==> config.mk <==
export PLATFORM = sky130hd
export DESIGN_NAME = spi_reg_port
export DESIGN_NICKNAME = d
export VERILOG_FILES = /design/src/rtl/spi_reg_port_pkg.sv /design/src/rtl/spi_reg_port_sync.sv /design/src/rtl/spi_reg_port.sv
export SDC_FILE = /design/constraint.sdc
export NUM_CORES = 1
export LEC_CHECK = 0
export ABC_AREA = 1
export ABC_CLOCK_PERIOD_IN_PS = 3750
export CAP_MARGIN = 20
export CORE_ASPECT_RATIO = 1.75
export CORE_MARGIN = 2
export CORE_UTILIZATION = 38
export CTS_BUF_LIST = sky130_fd_sc_hd__clkbuf_4 sky130_fd_sc_hd__clkbuf_8
export DETAILED_ROUTE_END_ITERATION = 6
export PLACE_DENSITY = 0.67
export SYNTH_ARGS = -nofsm -noshare
export SYNTH_HDL_FRONTEND = slang
export SYNTH_SLANG_ARGS = --single-unit
export TNS_END_PERCENT = 100
==> constraint.sdc <==
create_clock -name iclk -period 3.75 [get_ports iclk]
set_input_delay 0.375 -clock iclk [delete_from_list [all_inputs] [get_ports iclk]]
set_output_delay 0.375 -clock iclk [all_outputs]
set_load 0.02 [all_outputs]
==> src/rtl/spi_reg_port_pkg.sv <==
// Shared types and constants for the SPI register port: FSM states, R/W bit rule, reset values.
package spi_reg_port_pkg;

  typedef enum logic [1:0] {
    StIdle,
    StAddr,
    StWrite,
    StRead
  } state_e;

  // Synchronizer reset values match an idle, deselected bus.
  localparam logic SclkRstVal = 1'b0;
  localparam logic CsNRstVal  = 1'b1;
  localparam logic MosiRstVal = 1'b0;

  // The command word's MSB selects read (1) or write (0).
  function automatic int unsigned rw_bit_pos(input int unsigned data_w);
    return data_w - 1;
  endfunction

endpackage

==> src/rtl/spi_reg_port_sync.sv <==
// Two-flop synchronizer with a third stage used for registered rise/fall detection.
module spi_reg_port_sync #(
  parameter logic RstVal = 1'b0
) (
  input  logic iclk,
  input  logic rst,
  input  logic din_i,
  output logic dout_o,
  output logic rise_o,
  output logic fall_o
);

  logic [2:0] sync_q;
  logic       rise_q, fall_q;

  always_ff @(posedge iclk or posedge rst) begin
    if (rst) begin
      sync_q <= {3{RstVal}};
      rise_q <= 1'b0;
      fall_q <= 1'b0;
    end else begin
      sync_q <= {sync_q[1:0], din_i};
      rise_q <= sync_q[1] & ~sync_q[2];
      fall_q <= ~sync_q[1] & sync_q[2];
    end
  end

  assign dout_o = sync_q[1];
  assign rise_o = rise_q;
  assign fall_o = fall_q;

endmodule

==> src/rtl/spi_reg_port.sv <==
// SPI mode-0 slave bridging serial words to a register-file write strobe and read mux.
// Optional sclk inactivity timeout is enabled by defining SPI_REG_PORT_TIMEOUT_EN.
module spi_reg_port
  import spi_reg_port_pkg::*;
#(
  parameter int unsigned DATA_W      = 8,
  parameter int unsigned ADDR_W      = 7,
  parameter int unsigned TIMEOUT_CYC = 7
) (
  input  logic              iclk,
  input  logic              rst,
  input  logic              sclk,
  input  logic              cs_n,
  input  logic              mosi,
  output logic              miso,
  output logic              wr_en,
  output logic [ADDR_W-1:0] wr_addr,
  output logic [DATA_W-1:0] wr_data,
  output logic [ADDR_W-1:0] rd_addr,
  input  logic [DATA_W-1:0] rd_data,
  output logic              busy,
  output logic              frame_err
);

  localparam int unsigned     CntW    = $clog2(DATA_W);
  localparam int unsigned     RwPos   = rw_bit_pos(DATA_W);
  localparam logic [CntW-1:0] LastBit = CntW'(DATA_W - 1);

  logic sclk_lvl, sclk_rise, sclk_fall;
  logic cs_s, cs_rise, cs_fall;
  logic mosi_s, mosi_rise, mosi_fall;
  logic unused_edges;

  spi_reg_port_sync #(.RstVal(SclkRstVal)) u_sync_sclk (
    .iclk  (iclk),
    .rst   (rst),
    .din_i (sclk),
    .dout_o(sclk_lvl),
    .rise_o(sclk_rise),
    .fall_o(sclk_fall)
  );

  spi_reg_port_sync #(.RstVal(CsNRstVal)) u_sync_cs_n (
    .iclk  (iclk),
    .rst   (rst),
    .din_i (cs_n),
    .dout_o(cs_s),
    .rise_o(cs_rise),
    .fall_o(cs_fall)
  );

  spi_reg_port_sync #(.RstVal(MosiRstVal)) u_sync_mosi (
    .iclk  (iclk),
    .rst   (rst),
    .din_i (mosi),
    .dout_o(mosi_s),
    .rise_o(mosi_rise),
    .fall_o(mosi_fall)
  );

  assign unused_edges = ^{sclk_lvl, cs_rise, cs_fall, mosi_rise, mosi_fall};

  state_e            state_q, state_d;
  logic [CntW-1:0]   cnt_q, cnt_d;
  logic [DATA_W-1:0] shreg_q, shreg_d;
  logic [DATA_W-1:0] out_q, out_d;
  logic [ADDR_W-1:0] ptr_q, ptr_d;
  logic [ADDR_W-1:0] wr_addr_q, wr_addr_d;
  logic [DATA_W-1:0] wr_data_q, wr_data_d;
  logic              done_q, load_q, load_d, wr_en_q, wr_en_d, ferr_q, ferr_d;
  logic              take_bit, complete, timeout;

  assign take_bit = sclk_rise & ((state_q != StIdle) | ~cs_s);
  assign complete = take_bit & (cnt_q == LastBit);

`ifdef SPI_REG_PORT_TIMEOUT_EN
  localparam logic [15:0] TimeoutCnt = 16'(TIMEOUT_CYC);

  logic [15:0] idle_q, idle_d;
  logic        sclk_edge;

  assign sclk_edge = sclk_rise | sclk_fall;

  // Saturates so a stalled partial word aborts only once.
  always_comb begin
    idle_d = idle_q;
    if (sclk_edge || cs_s) begin
      idle_d = '0;
    end else if (idle_q != TimeoutCnt) begin
      idle_d = idle_q + 16'd1;
    end
  end

  assign timeout = ~sclk_edge & ~cs_s & (idle_q == TimeoutCnt - 16'd1) & (cnt_q != '0);

  always_ff @(posedge iclk or posedge rst) begin
    if (rst) begin
      idle_q <= '0;
    end else begin
      idle_q <= idle_d;
    end
  end
`else
  logic unused_cfg;
  assign unused_cfg = TIMEOUT_CYC[0];
  assign timeout    = 1'b0;
`endif

  always_comb begin
    state_d   = state_q;
    cnt_d     = cnt_q;
    shreg_d   = shreg_q;
    out_d     = out_q;
    ptr_d     = ptr_q;
    wr_addr_d = wr_addr_q;
    wr_data_d = wr_data_q;
    load_d    = 1'b0;
    wr_en_d   = 1'b0;
    ferr_d    = 1'b0;

    if (take_bit) begin
      shreg_d = {shreg_q[DATA_W-2:0], mosi_s};
      cnt_d   = complete ? '0 : cnt_q + 1'b1;
    end

    // The fall right after a word's last rise is not a shift, so a freshly loaded MSB survives.
    if (load_q) begin
      out_d = rd_data;
    end else if (sclk_fall && state_q == StRead && cnt_q != '0) begin
      out_d = {out_q[DATA_W-2:0], 1'b0};
    end

    unique case (state_q)
      StIdle: begin
        if (!cs_s) state_d = StAddr;
      end
      StAddr: begin
        if (done_q) begin
          ptr_d = shreg_q[ADDR_W-1:0];
          if (shreg_q[RwPos]) begin
            state_d = StRead;
            load_d  = 1'b1;
          end else begin
            state_d = StWrite;
          end
        end
      end
      StWrite: begin
        if (done_q) begin
          wr_en_d   = 1'b1;
          wr_addr_d = ptr_q;
          wr_data_d = shreg_q;
          ptr_d     = ptr_q + 1'b1;
        end
      end
      StRead: begin
        if (done_q) begin
          ptr_d  = ptr_q + 1'b1;
          load_d = 1'b1;
        end
      end
      default: state_d = StIdle;
    endcase

    if (timeout) begin
      cnt_d  = '0;
      ferr_d = 1'b1;
    end

    // A word completing as cs_n rises is still finished next cycle before going idle.
    if (cs_s && !complete) begin
      cnt_d = '0;
      if (state_q != StIdle) begin
        state_d = StIdle;
        ferr_d  = (cnt_q != '0);
      end
    end
  end

  always_ff @(posedge iclk or posedge rst) begin
    if (rst) begin
      state_q   <= StIdle;
      cnt_q     <= '0;
      shreg_q   <= '0;
      out_q     <= '0;
      ptr_q     <= '0;
      wr_addr_q <= '0;
      wr_data_q <= '0;
      done_q    <= 1'b0;
      load_q    <= 1'b0;
      wr_en_q   <= 1'b0;
      ferr_q    <= 1'b0;
    end else begin
      state_q   <= state_d;
      cnt_q     <= cnt_d;
      shreg_q   <= shreg_d;
      out_q     <= out_d;
      ptr_q     <= ptr_d;
      wr_addr_q <= wr_addr_d;
      wr_data_q <= wr_data_d;
      done_q    <= complete;
      load_q    <= load_d;
      wr_en_q   <= wr_en_d;
      ferr_q    <= ferr_d;
    end
  end

  assign miso      = (state_q == StRead) & out_q[DATA_W-1];
  assign wr_en     = wr_en_q;
  assign wr_addr   = wr_addr_q;
  assign wr_data   = wr_data_q;
  assign rd_addr   = ptr_q;
  assign busy      = (state_q != StIdle);
  assign frame_err = ferr_q;

endmodule
==> impl_metrics.env <==
export IMPL_tightest_slew_ps=959
export IMPL_synth_cells=263
export IMPL_dr_pass1_iters=4
export IMPL_grt_use_total_pct=14.0
export IMPL_rsz0062_at_grt="no"
export IMPL_core_sq_mm=0.00618
export IMPL_nFillCells=607
export IMPL_yosys_warnings=0
export IMPL_cp_start_kind="flop"
export IMPL_fin_crit_ps=2180
export IMPL_htree_levels=2
export IMPL_status="finished clean"
export IMPL_grt_ovfl_total=0
export IMPL_clk_path_buf_depth=2
export IMPL_start_util_pct=39.1
export IMPL_ys_seq_area_share_pct=58.1
export IMPL_antenna_cells=0
export IMPL_grt_util_met1_pct=14.7
export IMPL_path_clk_slew_ps=90
export IMPL_grt_busiest_layer="met2"
export IMPL_placementRows=38
export IMPL_crit_path_end_kind="output port"
export IMPL_wl_microns=4470
export IMPL_fin_setup_tns_ps=0
export IMPL_slew_violations=0
export IMPL_ys_types=25
export IMPL_routed_via_count=1788
export IMPL_clockRootBuffer="clkbuf_8"
export IMPL_dp_hpwl_microns=3300
export IMPL_cts_sinks=56
export IMPL_period_share_pct=58.2
export IMPL_cts_tree="yes"
export IMPL_ir_drop_mv=0.230
export IMPL_yosys_top_cells_count="nand2_1, dfrtp_1, inv_1"
export IMPL_fp_dieW_microns=64.3
export IMPL_postSynth_asyncResetShare_pct=100
export IMPL_drtIter0Drc=84
export IMPL_reg2reg_slack_ps=1890
export IMPL_grt_pass1_wl_microns=7620
export IMPL_gp_congestion=0.763
export IMPL_cts_resized=0
export IMPL_die_y_microns=110
export IMPL_required_ps=3380
export IMPL_portBuffers=38
export IMPL_fmax_ghz=0.458
export IMPL_postLayoutSetupSlackWorst_ps=1570
export IMPL_path_cells="inv_2 > nand2_2 > clkdlybuf4s50_1"
export IMPL_cpMaxStageDelayCell="clkdlybuf4s50_1"
export IMPL_wire_per_inst_microns=11.7
export IMPL_postCtsHoldBufs=0
export IMPL_pin_count=39
export IMPL_syn_area_per_cell_sq_um=9.19
export IMPL_p_leak_uw=0.00136
export IMPL_cts_setup_buffers=0
export IMPL_antenna_found_initial=0
export IMPL_p_per_area_mw_per_mm2=371
export IMPL_syn_nets=280
export IMPL_numCtsBuffers=5
export IMPL_yosysMostFrequentCell="nand2_1"
export IMPL_ys_ff_latch=56
export IMPL_netlist_top_cell_by_area="dfrtp_1"
export IMPL_layout_drive_gt1_share_pct=7.95
export IMPL_grtUsageMet2_pct=25.1
export IMPL_die_area_sq_mm=0.00704
export IMPL_grt_use_met3_pct=4.20
export IMPL_cpPeakStageDelay_ps=610
export IMPL_post_place_ws_ps=1880
export IMPL_clkLatencyLatePin_ps=310
export IMPL_hp_class="reg -> reg"
export IMPL_via_per_inst=4.68
export IMPL_fin_nets=318
export IMPL_path_max_fanout=15
export IMPL_drv_cap=0
export IMPL_slew_headroom_pct=35.9
export IMPL_yosys_most_used_dff="dfrtp_1"
export IMPL_synth_top_cell_area_share_pct=55.9
export IMPL_finalClockSkew_ps=5.69
export IMPL_synth_area_leaders="dfrtp_1, nand2_1, o21ai_0"
export IMPL_path_class="reg -> out"
export IMPL_hold_viol=0
export IMPL_syn_to_final_growth_pct=21.9
export IMPL_setup_viol=0
export IMPL_synth_edf_count=0
export IMPL_grt_pass1_vias=1779
export IMPL_drc=0
export IMPL_grt_max_degree=32
export IMPL_synthesis_area_sq_mm=0.00242
export IMPL_antenna_left=0
export IMPL_worstPathArrival_ps=1810
## registers in the layout, summed over array words and instances (netlist names)
register / count
cnt_q: 3
done_q: 1
frame_err: 1
load_q: 1
out_q: 8
rd_addr: 7
shreg_q: 8
state_q: 2
u_sync_cs_n.sync_q: 2
u_sync_mosi.sync_q: 2
u_sync_sclk.fall_o: 1
u_sync_sclk.rise_o: 1
u_sync_sclk.sync_q: 3
wr_addr: 7
wr_data: 8
wr_en: 1
## cell families after synthesis
family	share of synthesized area, %
AO/OA/AOI/OAI	9.63
adder cells (fa/ha/maj)	2.07
flip-flops	58.1
XOR/XNOR	0.725
buffers and inverters	7.87
AND/OR/NAND/NOR	21.6
## final cells by class
class / instances / area, sq um / area share, %
sequential: 56 / 1400 / 47.6
clock buffer: 8 / 97.6 / 3.31
multi-input combinational: 163 / 823 / 27.9
tap: 80 / 100 / 3.40
inverter: 36 / 135 / 4.58
timing repair buffer: 39 / 388 / 13.2
## final timing paths
check / startpoint / end / depth (start not counted)
setup / recovery: state_q[1] / busy / 3
hold / removal: u_sync_cs_n.sync_q[0] / u_sync_cs_n.sync_q[1] / 0
setup reg to reg: state_q[1] / wr_data[6] / 2
hold reg to reg: u_sync_cs_n.sync_q[0] / u_sync_cs_n.sync_q[1] / 0
max in group asynchronous: rst / u_sync_cs_n.sync_q[0] / 3
min in group asynchronous: rst / wr_data[3] / 2
## cell usage in the layout, fill, tap and decap left out, types with 2 or more instances in the layout
cell / instances
a21oi_1: 7
clkbuf_4: 2
clkbuf_8: 6
clkdlybuf4s50_1: 38
dfrtp_1: 54
dfstp_2: 2
ha_1: 4
inv_1: 33
inv_2: 3
nand2_1: 68
nand2_2: 2
nand2_4: 3
nand3_1: 27
nor2_1: 9
nor2_4: 2
o211ai_1: 3
o21ai_0: 29
o21ai_2: 2
xor2_1: 2
## layer usage
layer / wire length (microns) / vias to the layer above
met1: 1840 / 846
met2: 2380 / 29
li1: - / 907
met5: 0 / -
met3: 164 / 6
met4: 90 / 0
## metrics by stage
step	util [%]	hold slack, ps	power (uW)	std cells	instance area (sq um)
after floorplan	-	331	722	263	2420
after global placement	46.1	336	756	374	2850
after detailed placement	46.1	347	759	374	2850
after CTS	47.7	361	1110	382	2950
after global routing	47.7	365	1150	382	2950
final	47.7	360	1090	382	2950
## critical path: cells and delay by family, from the launching register on
| kind | cells | cell delay (ps) |
|---|---|---|
| buffers and inverters | 2 | 800 |
| DFF | 1 | 560 |
| and+or+nand+nor | 1 | 130 |
## power breakdown
group	total (uW)	switching [uW]	leakage, uW	internal [uW]
Clock	348	182	0.0000523	165
Combinational	93.0	58.2	0.000603	34.8
Sequential	652	18.2	0.000709	634
Total	1090	259	0.00136	834
Power figures use the tool's default switching activity.
